==> src/rtl/instr_feeder_if.sv <==
// Loader and core-side bus of the instruction feeder.
// The feeder takes the slave view; loader/core models take the master view.
interface instr_feeder_if;
    logic        Wr_en;
    logic [15:0] Wr_data;
    logic        Full;
    logic        Empty;
    logic        Drop;
    logic [15:0] DIN;
    logic        Run;
    logic        Done;

    modport slave (
        input  Wr_en,
        input  Wr_data,
        input  Done,
        output Full,
        output Empty,
        output Drop,
        output DIN,
        output Run
    );

    modport master (
        output Wr_en,
        output Wr_data,
        output Done,
        input  Full,
        input  Empty,
        input  Drop,
        input  DIN,
        input  Run
    );
endinterface

==> src/rtl/instr_feeder.sv <==
// Instruction-issue front end: FIFO of 16-bit words, one Run
// pulse per word, next word only after the core reports Done.
module instr_feeder #(
    parameter int DEPTH = 8,
    parameter int AW    = 3
) (
    input  logic               Clock,
    input  logic               Resetn,
    input  logic               Enable,
    instr_feeder_if.slave      bus,
    output logic               Busy,
    output logic [7:0]         Retired
);
    typedef enum logic [1:0] {
        IDLE  = 2'd0,
        ISSUE = 2'd1,
        WAIT  = 2'd2
    } state_t;

    state_t         state_q, state_d;
    logic [15:0]    mem_q [DEPTH];
    logic [AW-1:0]  wr_ptr_q, wr_ptr_d;
    logic [AW-1:0]  rd_ptr_q, rd_ptr_d;
    logic [AW:0]    cnt_q, cnt_d;
    logic           drop_q, drop_d;
    logic [7:0]     ret_q, ret_d;

    logic full;
    logic empty;
    logic wr_acc;
    logic pop;

    assign full   = (cnt_q == (AW+1)'(DEPTH));
    assign empty  = (cnt_q == '0);
    assign wr_acc = bus.Wr_en && !full;
    assign pop    = (state_q == ISSUE);

    always_comb begin
        wr_ptr_d = wr_ptr_q;
        rd_ptr_d = rd_ptr_q;
        cnt_d    = cnt_q;
        drop_d   = drop_q;
        if (wr_acc) begin
            wr_ptr_d = wr_ptr_q + 1'b1;
        end
        if (bus.Wr_en && full) begin
            drop_d = 1'b1;
        end
        if (pop) begin
            rd_ptr_d = rd_ptr_q + 1'b1;
        end
        unique case ({wr_acc, pop})
            2'b10:   cnt_d = cnt_q + 1'b1;
            2'b01:   cnt_d = cnt_q - 1'b1;
            default: cnt_d = cnt_q;
        endcase
    end

    always_comb begin
        state_d = state_q;
        ret_d   = ret_q;
        unique case (state_q)
            IDLE: begin
                if (Enable && !empty) begin
                    state_d = ISSUE;
                end
            end
            ISSUE: begin
                state_d = WAIT;
            end
            WAIT: begin
                if (bus.Done) begin
                    ret_d   = ret_q + 8'd1;
                    state_d = (Enable && !empty) ? ISSUE : IDLE;
                end
            end
            default: state_d = IDLE;
        endcase
    end

    always_ff @(posedge Clock or negedge Resetn) begin
        if (!Resetn) begin
            state_q  <= IDLE;
            wr_ptr_q <= '0;
            rd_ptr_q <= '0;
            cnt_q    <= '0;
            drop_q   <= 1'b0;
            ret_q    <= 8'd0;
        end else begin
            state_q  <= state_d;
            wr_ptr_q <= wr_ptr_d;
            rd_ptr_q <= rd_ptr_d;
            cnt_q    <= cnt_d;
            drop_q   <= drop_d;
            ret_q    <= ret_d;
        end
    end

    // Storage is not reset; pointers and count alone define validity.
    always_ff @(posedge Clock) begin
        if (wr_acc) begin
            mem_q[wr_ptr_q] <= bus.Wr_data;
        end
    end

    assign bus.Full  = full;
    assign bus.Empty = empty;
    assign bus.Drop  = drop_q;
    assign bus.Run   = (state_q == ISSUE);
    assign bus.DIN   = (state_q == ISSUE) ? mem_q[rd_ptr_q] : 16'h0000;
    assign Busy      = (state_q == ISSUE) || (state_q == WAIT);
    assign Retired   = ret_q;
endmodule

==> src/flat_wrapper.sv <==
// flat-port wrapper written by rule: the top's interface ports become plain ports
module instr_feeder_flat 
#(
    parameter int DEPTH = 8,
    parameter int AW    = 3
)
  (Clock, Resetn, Enable, Busy, Retired, bus_Wr_en, bus_Wr_data, bus_Done, bus_Full, bus_Empty, bus_Drop, bus_DIN, bus_Run);
  instr_feeder_if bus_i ();
  input  logic Clock;
  input  logic Resetn;
  input  logic Enable;
  output logic Busy;
  output logic [7:0] Retired;
  input wire logic [$bits(bus_i.Wr_en)-1:0] bus_Wr_en;
  input wire logic [$bits(bus_i.Wr_data)-1:0] bus_Wr_data;
  input wire logic [$bits(bus_i.Done)-1:0] bus_Done;
  output wire logic [$bits(bus_i.Full)-1:0] bus_Full;
  output wire logic [$bits(bus_i.Empty)-1:0] bus_Empty;
  output wire logic [$bits(bus_i.Drop)-1:0] bus_Drop;
  output wire logic [$bits(bus_i.DIN)-1:0] bus_DIN;
  output wire logic [$bits(bus_i.Run)-1:0] bus_Run;
  assign bus_i.Wr_en = bus_Wr_en;
  assign bus_i.Wr_data = bus_Wr_data;
  assign bus_i.Done = bus_Done;
  assign bus_Full = bus_i.Full;
  assign bus_Empty = bus_i.Empty;
  assign bus_Drop = bus_i.Drop;
  assign bus_DIN = bus_i.DIN;
  assign bus_Run = bus_i.Run;
  instr_feeder #(.DEPTH(DEPTH), .AW(AW)) u_core (.Clock(Clock), .Resetn(Resetn), .Enable(Enable), .bus(bus_i), .Busy(Busy), .Retired(Retired));
endmodule
==> config.mk <==
export PLATFORM = sky130hd
export DESIGN_NAME = instr_feeder_flat
export DESIGN_NICKNAME = d
export VERILOG_FILES = /design/src/rtl/instr_feeder_if.sv /design/src/rtl/instr_feeder.sv /design/src/flat_wrapper.sv
export SDC_FILE = /design/constraint.sdc
export NUM_CORES = 1
export LEC_CHECK = 0
export BUFFER_PORTS_ARGS = -buffer_cell sky130_fd_sc_hd__buf_2
export CAP_MARGIN = 0
export CORE_ASPECT_RATIO = 1.2
export CORE_MARGIN = 2
export CORE_UTILIZATION = 40
export DETAILED_ROUTE_END_ITERATION = 10
export PLACE_DENSITY = 0.67
export SLEW_MARGIN = 20
export SYNTH_ARGS = -nofsm -noshare
export SYNTH_HDL_FRONTEND = slang
export SYNTH_SLANG_ARGS = --single-unit
==> constraint.sdc <==
create_clock -name Clock -period 3.35 [get_ports Clock]
set_clock_uncertainty 0.05 [all_clocks]
set_input_delay 0.8375 -clock Clock [delete_from_list [all_inputs] [get_ports Clock]]
set_output_delay 0.8375 -clock Clock [all_outputs]
set_load 0.005 [all_outputs]
==> metrics.txt, run 1 <==
Leak Pwr 0.00261 uW; RSZ-0062 raised after global routing no; clock latency on the worst-skew pair 0.42 ns; Max FO, Critical Path 17; final hold violation count 0; Synth Net Count 341; number of global-route vias before repair 3,155; share of the synthesized area in the top cell type 0.631; n_diodes 0; synth top area cells edfxtp_1 63%, mux4_2 11%, dfrtp_1 8.6%, mux2i_1 2.8%, ha_1 2.3%; via count 2,990; critical path type flip-flop to output pin; Rows 49; Synth warnings 0; Wirelength per Cell 18.1 um; power density over the cells 840 nW/um2; Achievable Freq 322 MHz; H-Tree Depth 4; crit path DAT 2.22 ns; Root Buffer clkbuf_16; Area Growth Syn to Fin 17.6%; Critical-path top delay cell mux4_2; pin count of the biggest net entering global routing 23; Via density 5.03; top_reg_cell synth edfxtp_1; worst path cell trace buf_4 > mux4_2 > mux2i_1 > nor2b_1 > buf_2; pre-CTS WS 0.633 ns; Mapped Cells 309; Starting Density 0.407; R2R cell count 10; clk buf depth 2; DP HPWL 6610 um; Setup WS post-layout 0.243 ns; Post-CTS Hold Fix Bufs 0; max-slew violation count 0; Synth cell types 35; Die X 117 um; first-pass GRT wire length 17,100 um; I/O pins 50; max incr delay on CP 0.55 ns; sequential share of the synthesized area 0.718; final worst-path cycle share 0.927; fraction of layout cells with a size suffix above 1 0.348; required time of the critical path 2.46 ns; Worst VDD drop 0.428 mV; clock sink count 149; CTS buffer count 17; number of I/O port buffers 49; GPL Wtd Cong 0.683; setup_tns 0 ns; final net count 410; Slew @ Worst Pin 0.746 ns; core footprint 15,000 um2; TritonCTS clock tree built; relative slew slack 0.503; placed cells 563; die height 139 um; Final min period 3.11 ns; Mean Syn Cell Area 19.7 um2; initial antenna violation count 1; final cell count without fillers 595; Post-Synthesis Cell Area 6090 um2; count leader, synth edfxtp_1; routed wire length 10,800 um; outcome completed; clk slew on worst S/H paths 0.06 ns; nature of the critical path endpoint output pin; largest area contributor in the netlist edfxtp_1; commonest cells in the netlist 128 x edfxtp_1, 30 x mux4_2, 21 x dfrtp_1, 17 x mux2i_1, 16 x nor2b_1; Post-CTS Resized 0; startpoint types flip-flop; Post-CTS Setup Bufs 0; Final Setup Violations 0; DRT iter0 DRCs 230; Hold Crit Class primary input to asynchronous set/reset pin; max-cap violations 0; Post-synth EDFFs 128; post-synthesis register bit count 149; DRC viols 0; Routed Antenna Nets 0; overall power 6010 uW; remaining global-route overflow 0; Die Area 16,200 um2; Async SR Flop Fraction 0.141; Hold WS 0.325 ns; GRT Total Usage 0.147; Pre-Repair DR Iteration Count 6
metrics by stage:
stage / cell area [um2] / utilization
CTS: 7160 / 0.478
floorplan: 6090 / -
finish: 7160 / 0.478
global route: 7160 / 0.478
detailed placement: 6600 / 0.441
global placement: 6600 / 0.441
registers in the layout (all words and copies together) (netlist names):
| signal | flops |
|---|---|
| u_core.wr_ptr_q | 3 |
| u_core.mem_q | 128 |
| u_core.rd_ptr_q | 3 |
| u_core.bus.Drop | 1 |
| u_core.cnt_q | 4 |
| u_core.Retired | 8 |
| u_core.state_q | 2 |
metal layers:
metal,vias to the layer above,share of wire,global-route usage
met5,-,0.0010,0
met4,2,0.013,0.0594
met3,18,0.048,0.0481
met2,57,0.52,0.243
met1,1557,0.41,0.177
li1,1356,-,-
cells in the final DEF, fill, tap and decap left out, types with 11 or more instances in the layout:
cell         n
buf_4       14
dfrtp_1     20
mux2i_1     17
mux4_2      30
buf_2       49
nor2b_1     16
nand2_1     15
edfxtp_1   128
ha_1        11
clkbuf_16   17
final cells by class:
| cell class | instances | area [um2] |
|---|---|---|
| Fill cell | 1277 | 7800 |
| Timing Repair Buffer | 63 | 350 |
| Multi-Input combinational cell | 143 | 1610 |
| Inverter | 4 | 15.0 |
| Tap cell | 204 | 255 |
| Clock inverter | 15 | 134 |
| Clock buffer | 17 | 425 |
| Sequential cell | 149 | 4370 |
logic make-up (layout without fill, tap and decap cells):
family,Yosys count,count (layout),synth area share
compound gates,8,8,0.0103
flops,149,149,0.718
simple gates,56,56,0.0528
xor+xnor,15,15,0.0216
mux,53,53,0.155
fa+ha+maj,11,11,0.0226
buf+inv,17,99,0.0201
power breakdown:
group          internal [uW]  switching (uW)  leakage [uW]
Combinational            857             766      0.000926
Clock                   1020             747      0.000259
Sequential              2350             264       0.00142
worst max-delay path, delay by kind of cell, from the launching register on:
| family | cells | cell delay, ns |
|---|---|---|
| AND/OR/NAND/NOR | 1 | 0.07 |
| buffers and inverters | 2 | 0.51 |
| flip-flops | 1 | 0.50 |
| multiplexers | 2 | 0.72 |
final timing paths:
check	start	to	slack, ns
hold / removal	Resetn	u_core.state_q[1]	0.32
hold reg to reg	u_core.bus.Drop	u_core.bus.Drop	0.41
setup / recovery	u_core.rd_ptr_q[0]	bus_DIN[3]	0.24
setup reg to reg	u_core.cnt_q[2]	u_core.cnt_q[2]	1.03
min in group Clock	u_core.bus.Drop	u_core.bus.Drop	0.41
max in group asynchronous	Resetn	u_core.rd_ptr_q[0]	2.55
No activity file was read; power rests on OpenSTA's default activity.
==> run 2: changes to the inputs <==
--- a/config.mk
+++ b/config.mk
@@ -7,11 +7,13 @@
 export LEC_CHECK = 0
 export BUFFER_PORTS_ARGS = -buffer_cell sky130_fd_sc_hd__buf_2
 export CAP_MARGIN = 0
+export CELL_PAD_IN_SITES_DETAIL_PLACEMENT = 1
+export CELL_PAD_IN_SITES_GLOBAL_PLACEMENT = 1
 export CORE_ASPECT_RATIO = 1.2
 export CORE_MARGIN = 2
-export CORE_UTILIZATION = 40
+export CORE_UTILIZATION = 30
 export DETAILED_ROUTE_END_ITERATION = 10
-export PLACE_DENSITY = 0.67
+export PLACE_DENSITY = 0.61
 export SLEW_MARGIN = 20
 export SYNTH_ARGS = -nofsm -noshare
 export SYNTH_HDL_FRONTEND = slang
==> run 2 against run 1 <==
  * Via count is 2.2% higher
  * Setup slack better by 0.024 ns
  * Register-to-register slack worse by 0.02 ns
  * Routed wire length is 17% higher
  * Critical path depth stayed put
  * Hold slack better by 0.032 ns
  * Non-clock buffer count stayed put
  * Highest routed layer is now met4
==> metrics.txt, run 2 (same netlist as run 1, synthesis figures left out) <==
outcome completed; crit path DAT 2.20 ns (-0.02 ns); I/O pins 50 (unchanged); pin count of the biggest net entering global routing 22 (-4.3%); Area after DPL 6700 um2 (+1.5%); Starting Density 0.303 (-0.104); GPL Wtd Cong 0.685 (+0.28%); final hold violation count 0 (unchanged); clock latency on the worst-skew pair 0.42 ns (about the same); DP HPWL 7600 um (+15%); FF-to-FF setup slack 1.01 ns (-0.02 ns); final net count 410 (unchanged); r2r endpoint u_core.cnt_q[2]; power density over the cells 878 nW/um2 (+4.5%); Post-CTS Hold Fix Bufs 0 (unchanged); Die Area 21,500 um2 (+32%); Hold Crit Class primary input to asynchronous set/reset pin; fin util 0.366 (-0.112); clock sink count 149 (unchanged); nature of the critical path endpoint output pin; R2R cell count 10 (unchanged); max reg flops 128 (unchanged); Critical Path Start u_core.rd_ptr_q[0]; filler instances 2,038 (+60%); relative slew slack 0.599 (+0.0967); Max FO, Critical Path 10 (-7); Routed Antenna Nets 0 (unchanged); Wirelength per Cell 19.1 um (+5.6%); worst path cell trace buf_4 > mux4_2 > mux2i_1 > nor2b_1 > buf_2; Post-CTS Resized 0 (unchanged); DRT iter0 DRCs 194 (-16%); first-pass GRT wire length 19,500 um (+14%); cell family with most CP delay multiplexers; Final Setup Violations 0 (unchanged); fraction of layout cells with a size suffix above 1 0.343 (-0.00512); Worst setup endpoint bus_DIN[4]; Critical-path top delay cell dfrtp_2; H-Tree Depth 4 (unchanged); startpoint types flip-flop; Slew @ Worst Pin 0.601 ns (-0.145 ns); CTS buffer count 17 (unchanged); Root Buffer clkbuf_16; required time of the critical path 2.46 ns (about the same); TritonCTS clock tree built; Critical R2R Launch u_core.cnt_q[2]; routed wire length 12,600 um (+17%); Via density 4.65 (-7.4%); DRC viols 0 (unchanged); clk slew on worst S/H paths 0.06 ns (about the same); clk buf depth 2 (unchanged); final instance area 7360 um2 (+2.9%); max-cap violations 0 (unchanged); Area Growth Syn to Fin 20.9%; Buffers & Inverters on Critical Path 2 (unchanged); max incr delay on CP 0.55 ns (about the same); Final min period 3.08 ns (-0.0239 ns); number of global-route vias before repair 3,376 (+7.0%); Achievable Freq 324 MHz (+0.77%); pre-CTS WS 0.640 ns (+0.00751 ns); setup_tns 0 ns (unchanged); via count 3,056 (+2.2%); remaining global-route overflow 0 (unchanged); Post-CTS Setup Bufs 0 (unchanged); Top reg by flops u_core.mem_q; Setup WS post-layout 0.267 ns (+0.0239 ns); Rows 57 (+16%); RSZ-0062 raised after global routing no; most common cell after layout, fill and taps aside edfxtp_1; commonest non-fill, non-tap cells in the layout 128 x edfxtp_1, 49 x buf_2, 30 x mux4_2, 20 x dfrtp_1; max-slew violation count 0 (unchanged); die height 160 um (+15%); GRT Total Usage 0.125 (-0.0221); number of I/O port buffers 49 (unchanged); critical path type flip-flop to output pin; Worst VDD drop 0.393 mV (-8.3%); Pre-Repair DR Iteration Count 4 (-2); initial antenna violation count 1 (unchanged); CP Depth 5 (unchanged); Leak Pwr 0.00267 uW (+2.4%); Die X 134 um (+15%); core footprint 20,100 um2 (+34%); final worst-path cycle share 0.920 (-0.00713); Hold WS 0.357 ns (+0.0325 ns)
## run 2: cell count changes in the layout (fill, tap and decap cells not counted), moves of 2 or more
cell        before  now
buf_4           14   12
buf_12           0    2
bufinv_16        1    6
clkinvlp_4       5    3
clkinv_4         5    2
## run 2: cell type report
cell class | instances | area [um2] | area share
Timing Repair Buffer | 63 | 375 | 0.0510
Tap cell | 265 | 332 | 0.0450
Sequential cell | 149 | 4370 | 0.594
Clock inverter | 14 | 233 | 0.0316
Inverter | 4 | 15.0 | 0.00204
Clock buffer | 18 | 429 | 0.0583
Antenna cell | 1 | 2.50 | 0.000340
Multi-Input combinational cell | 143 | 1610 | 0.218
## run 2: where the power goes
part | switching [uW] | internal (uW)
Clock | 736 | 1390
Combinational | 839 | 891
Sequential | 250 | 2360
Total | 1820 | 4640
## run 2: layer usage
metal	up-vias	wire length (um)	GRT usage
met1	1609	5360	0.157
met4	0	165	0.0469
met5	-	0	0
met3	14	653	0.0394
li1	1356	-	-
met2	77	6400	0.202
## run 2: how the worst min path moves through the flow
stage                             end  slack, ns  cells after the start
finish              u_core.Retired[1]       0.36                      1
detailed placement    u_core.bus.Drop       0.39                      1
floorplan             u_core.bus.Drop       0.40                      1
global route        u_core.Retired[6]       0.37                      1
CTS                 u_core.Retired[7]       0.35                      1
global placement      u_core.bus.Drop       0.39                      1
## run 2: through the flow
stage               power, uW  cells
finish                   6460    657
global route             6810    656
CTS                      6580    656
detailed placement       4430    624
global placement         4380    624
floorplan                3860    309
## run 2: worst register-to-register path: cells and delay by family, from the launching register on
family	cells	cell delay, ns
AND/OR/NAND/NOR	3	0.55
flip-flops	1	0.49
buffers and inverters	1	0.13
adder cells (fa/ha/maj)	2	0.47
AO/OA/AOI/OAI	1	0.14
XOR/XNOR	3	0.40
==> run 3: changes to the inputs <==
--- a/config.mk
+++ b/config.mk
@@ -5,7 +5,7 @@
 export SDC_FILE = /design/constraint.sdc
 export NUM_CORES = 1
 export LEC_CHECK = 0
-export BUFFER_PORTS_ARGS = -buffer_cell sky130_fd_sc_hd__buf_2
+export BUFFER_PORTS_ARGS = -buffer_cell sky130_fd_sc_hd__buf_4
 export CAP_MARGIN = 0
 export CELL_PAD_IN_SITES_DETAIL_PLACEMENT = 1
 export CELL_PAD_IN_SITES_GLOBAL_PLACEMENT = 1
==> run 3 against run 2 <==
  * Critical path depth did not move
  * Core utilization grew 0.32 points
  * Sequential cell count unchanged
  * Sequential share of layout area decreased by 0.51 points
  * Largest cell class unchanged
  * Largest power group unchanged
==> metrics.txt, run 3 (same netlist as run 1, synthesis figures left out) <==
outcome completed; Hold Crit Class primary input to asynchronous set/reset pin; pre-CTS WS 0.606 ns (-0.0342 ns); power density over the cells 856 nW/um2 (-2.4%); Setup WS post-layout 0.170 ns (-0.0969 ns); routed wire length 12,100 um (-3.8%); die height 160 um (unchanged); Achievable Freq 314 MHz (-3.0%); Post-CTS Setup Bufs 0 (unchanged); required time of the critical path 2.46 ns (about the same); setup_tns 0 ns (unchanged); max reg flops 128 (unchanged); RSZ-0062 raised after global routing no; Die Area 21,500 um2 (unchanged); Post-CTS Resized 0 (unchanged); Critical-path top delay cell dfrtp_2; startpoint types flip-flop; pin count of the biggest net entering global routing 22 (unchanged); R2R cell count 10 (unchanged); GRT Total Usage 0.120 (-0.00473); H-Tree Depth 4 (unchanged); Worst VDD drop 0.451 mV (+15%); DRC viols 0 (unchanged); relative slew slack 0.665 (+0.0662); CTS buffer count 17 (unchanged); remaining global-route overflow 0 (unchanged); nature of the critical path endpoint output pin; Area Growth Syn to Fin 22.0%; I/O pins 50 (unchanged); max incr delay on CP 0.59 ns (+0.04 ns); fraction of layout cells with a size suffix above 1 0.340 (-0.00256); core footprint 20,100 um2 (unchanged); final worst-path cycle share 0.949 (+0.0289); Rows 57 (unchanged); final net count 410 (unchanged); Max FO, Critical Path 15 (+5); Post-CTS Hold Fix Bufs 0 (unchanged); clk buf depth 2 (unchanged); DRT iter0 DRCs 178 (-8.2%); DP HPWL 7680 um (+1.1%); Via density 4.58 (-1.5%); Critical R2R Launch u_core.cnt_q[1]; GPL Wtd Cong 0.698 (+2.0%); most common cell after layout, fill and taps aside edfxtp_1; Final min period 3.18 ns (+0.0969 ns); clock latency on the worst-skew pair 0.41 ns (about the same); commonest non-fill, non-tap cells in the layout 128 x edfxtp_1, 62 x buf_4, 30 x mux4_2, 20 x dfrtp_1; n_diodes 0 (-1); final hold violation count 0 (unchanged); max-slew violation count 0 (unchanged); number of I/O port buffers 49 (unchanged); clk slew on worst S/H paths 0.06 ns (about the same); Top reg by flops u_core.mem_q; crit path DAT 2.29 ns (+0.09 ns); first-pass GRT wire length 19,100 um (-2.4%); Slew @ Worst Pin 0.502 ns (-0.0993 ns); clock sink count 149 (unchanged); Final Setup Violations 0 (unchanged); initial antenna violation count 0 (-1); Hold WS 0.251 ns (-0.106 ns); Root Buffer clkbuf_16; via count 3,007 (-1.6%); critical path type flip-flop to output pin; max-cap violations 0 (unchanged); Leak Pwr 0.00267 uW (+0.16%); Routed Antenna Nets 0 (unchanged); Starting Density 0.303 (unchanged); number of global-route vias before repair 3,277 (-2.9%); worst path cell trace buf_12 > mux4_2 > mux2i_1 > nor2b_1 > buf_4; TritonCTS clock tree built; Die X 134 um (unchanged); Critical Path Start u_core.rd_ptr_q[0]; Wirelength per Cell 18.4 um (-3.7%); Pre-Repair DR Iteration Count 5 (+1)
-- run 3: critical path: cells and delay by family (launching register included) --
family	cells	cell delay (ns)
mux	2	0.80
buf+inv	2	0.38
simple gates	1	0.09
flops	1	0.59
-- run 3: cell type report --
class | count | area [um2]
fill | 2037 | 12700
sequential | 149 | 4370
multi-input combinational | 143 | 1610
timing repair buffer | 63 | 485
clock buffer | 23 | 468
tap | 265 | 332
clock inverter | 9 | 150
inverter | 4 | 15.0
-- run 3: metrics by stage --
stage / std cells / total power, uW / instance area, um2 / util
floorplan: 309 / 3860 / 6090 / -
global placement: 624 / 4410 / 6810 / 0.339
detailed placement: 624 / 4490 / 6810 / 0.339
CTS: 656 / 6490 / 7430 / 0.369
global route: 656 / 6710 / 7430 / 0.369
finish: 656 / 6360 / 7430 / 0.369
-- run 3: final timing paths --
path,slack (ns),end
worst max-delay path,0.17,bus_DIN[4]
worst min-delay path,0.25,u_core.Retired[1]
worst max register to register,0.97,u_core.cnt_q[2]
worst min register to register,0.41,u_core.bus.Drop
max in group asynchronous,2.74,u_core.rd_ptr_q[0]
min in group Clock,0.41,u_core.bus.Drop
-- run 3: per-layer routing --
| layer | vias to the layer above | track usage | part of all wire |
|---|---|---|---|
| met5 | - | 0 | 0 |
| li1 | 1350 | - | - |
| met4 | 0 | 0.0478 | 0.012 |
| met3 | 13 | 0.0333 | 0.038 |
| met2 | 54 | 0.200 | 0.52 |
| met1 | 1590 | 0.147 | 0.43 |
-- run 3: power breakdown --
| group | total (uW) | switching [uW] | internal, uW |
|---|---|---|---|
| registers | 2620 | 267 | 2360 |
| clock network | 1970 | 691 | 1280 |
| logic | 1760 | 818 | 945 |
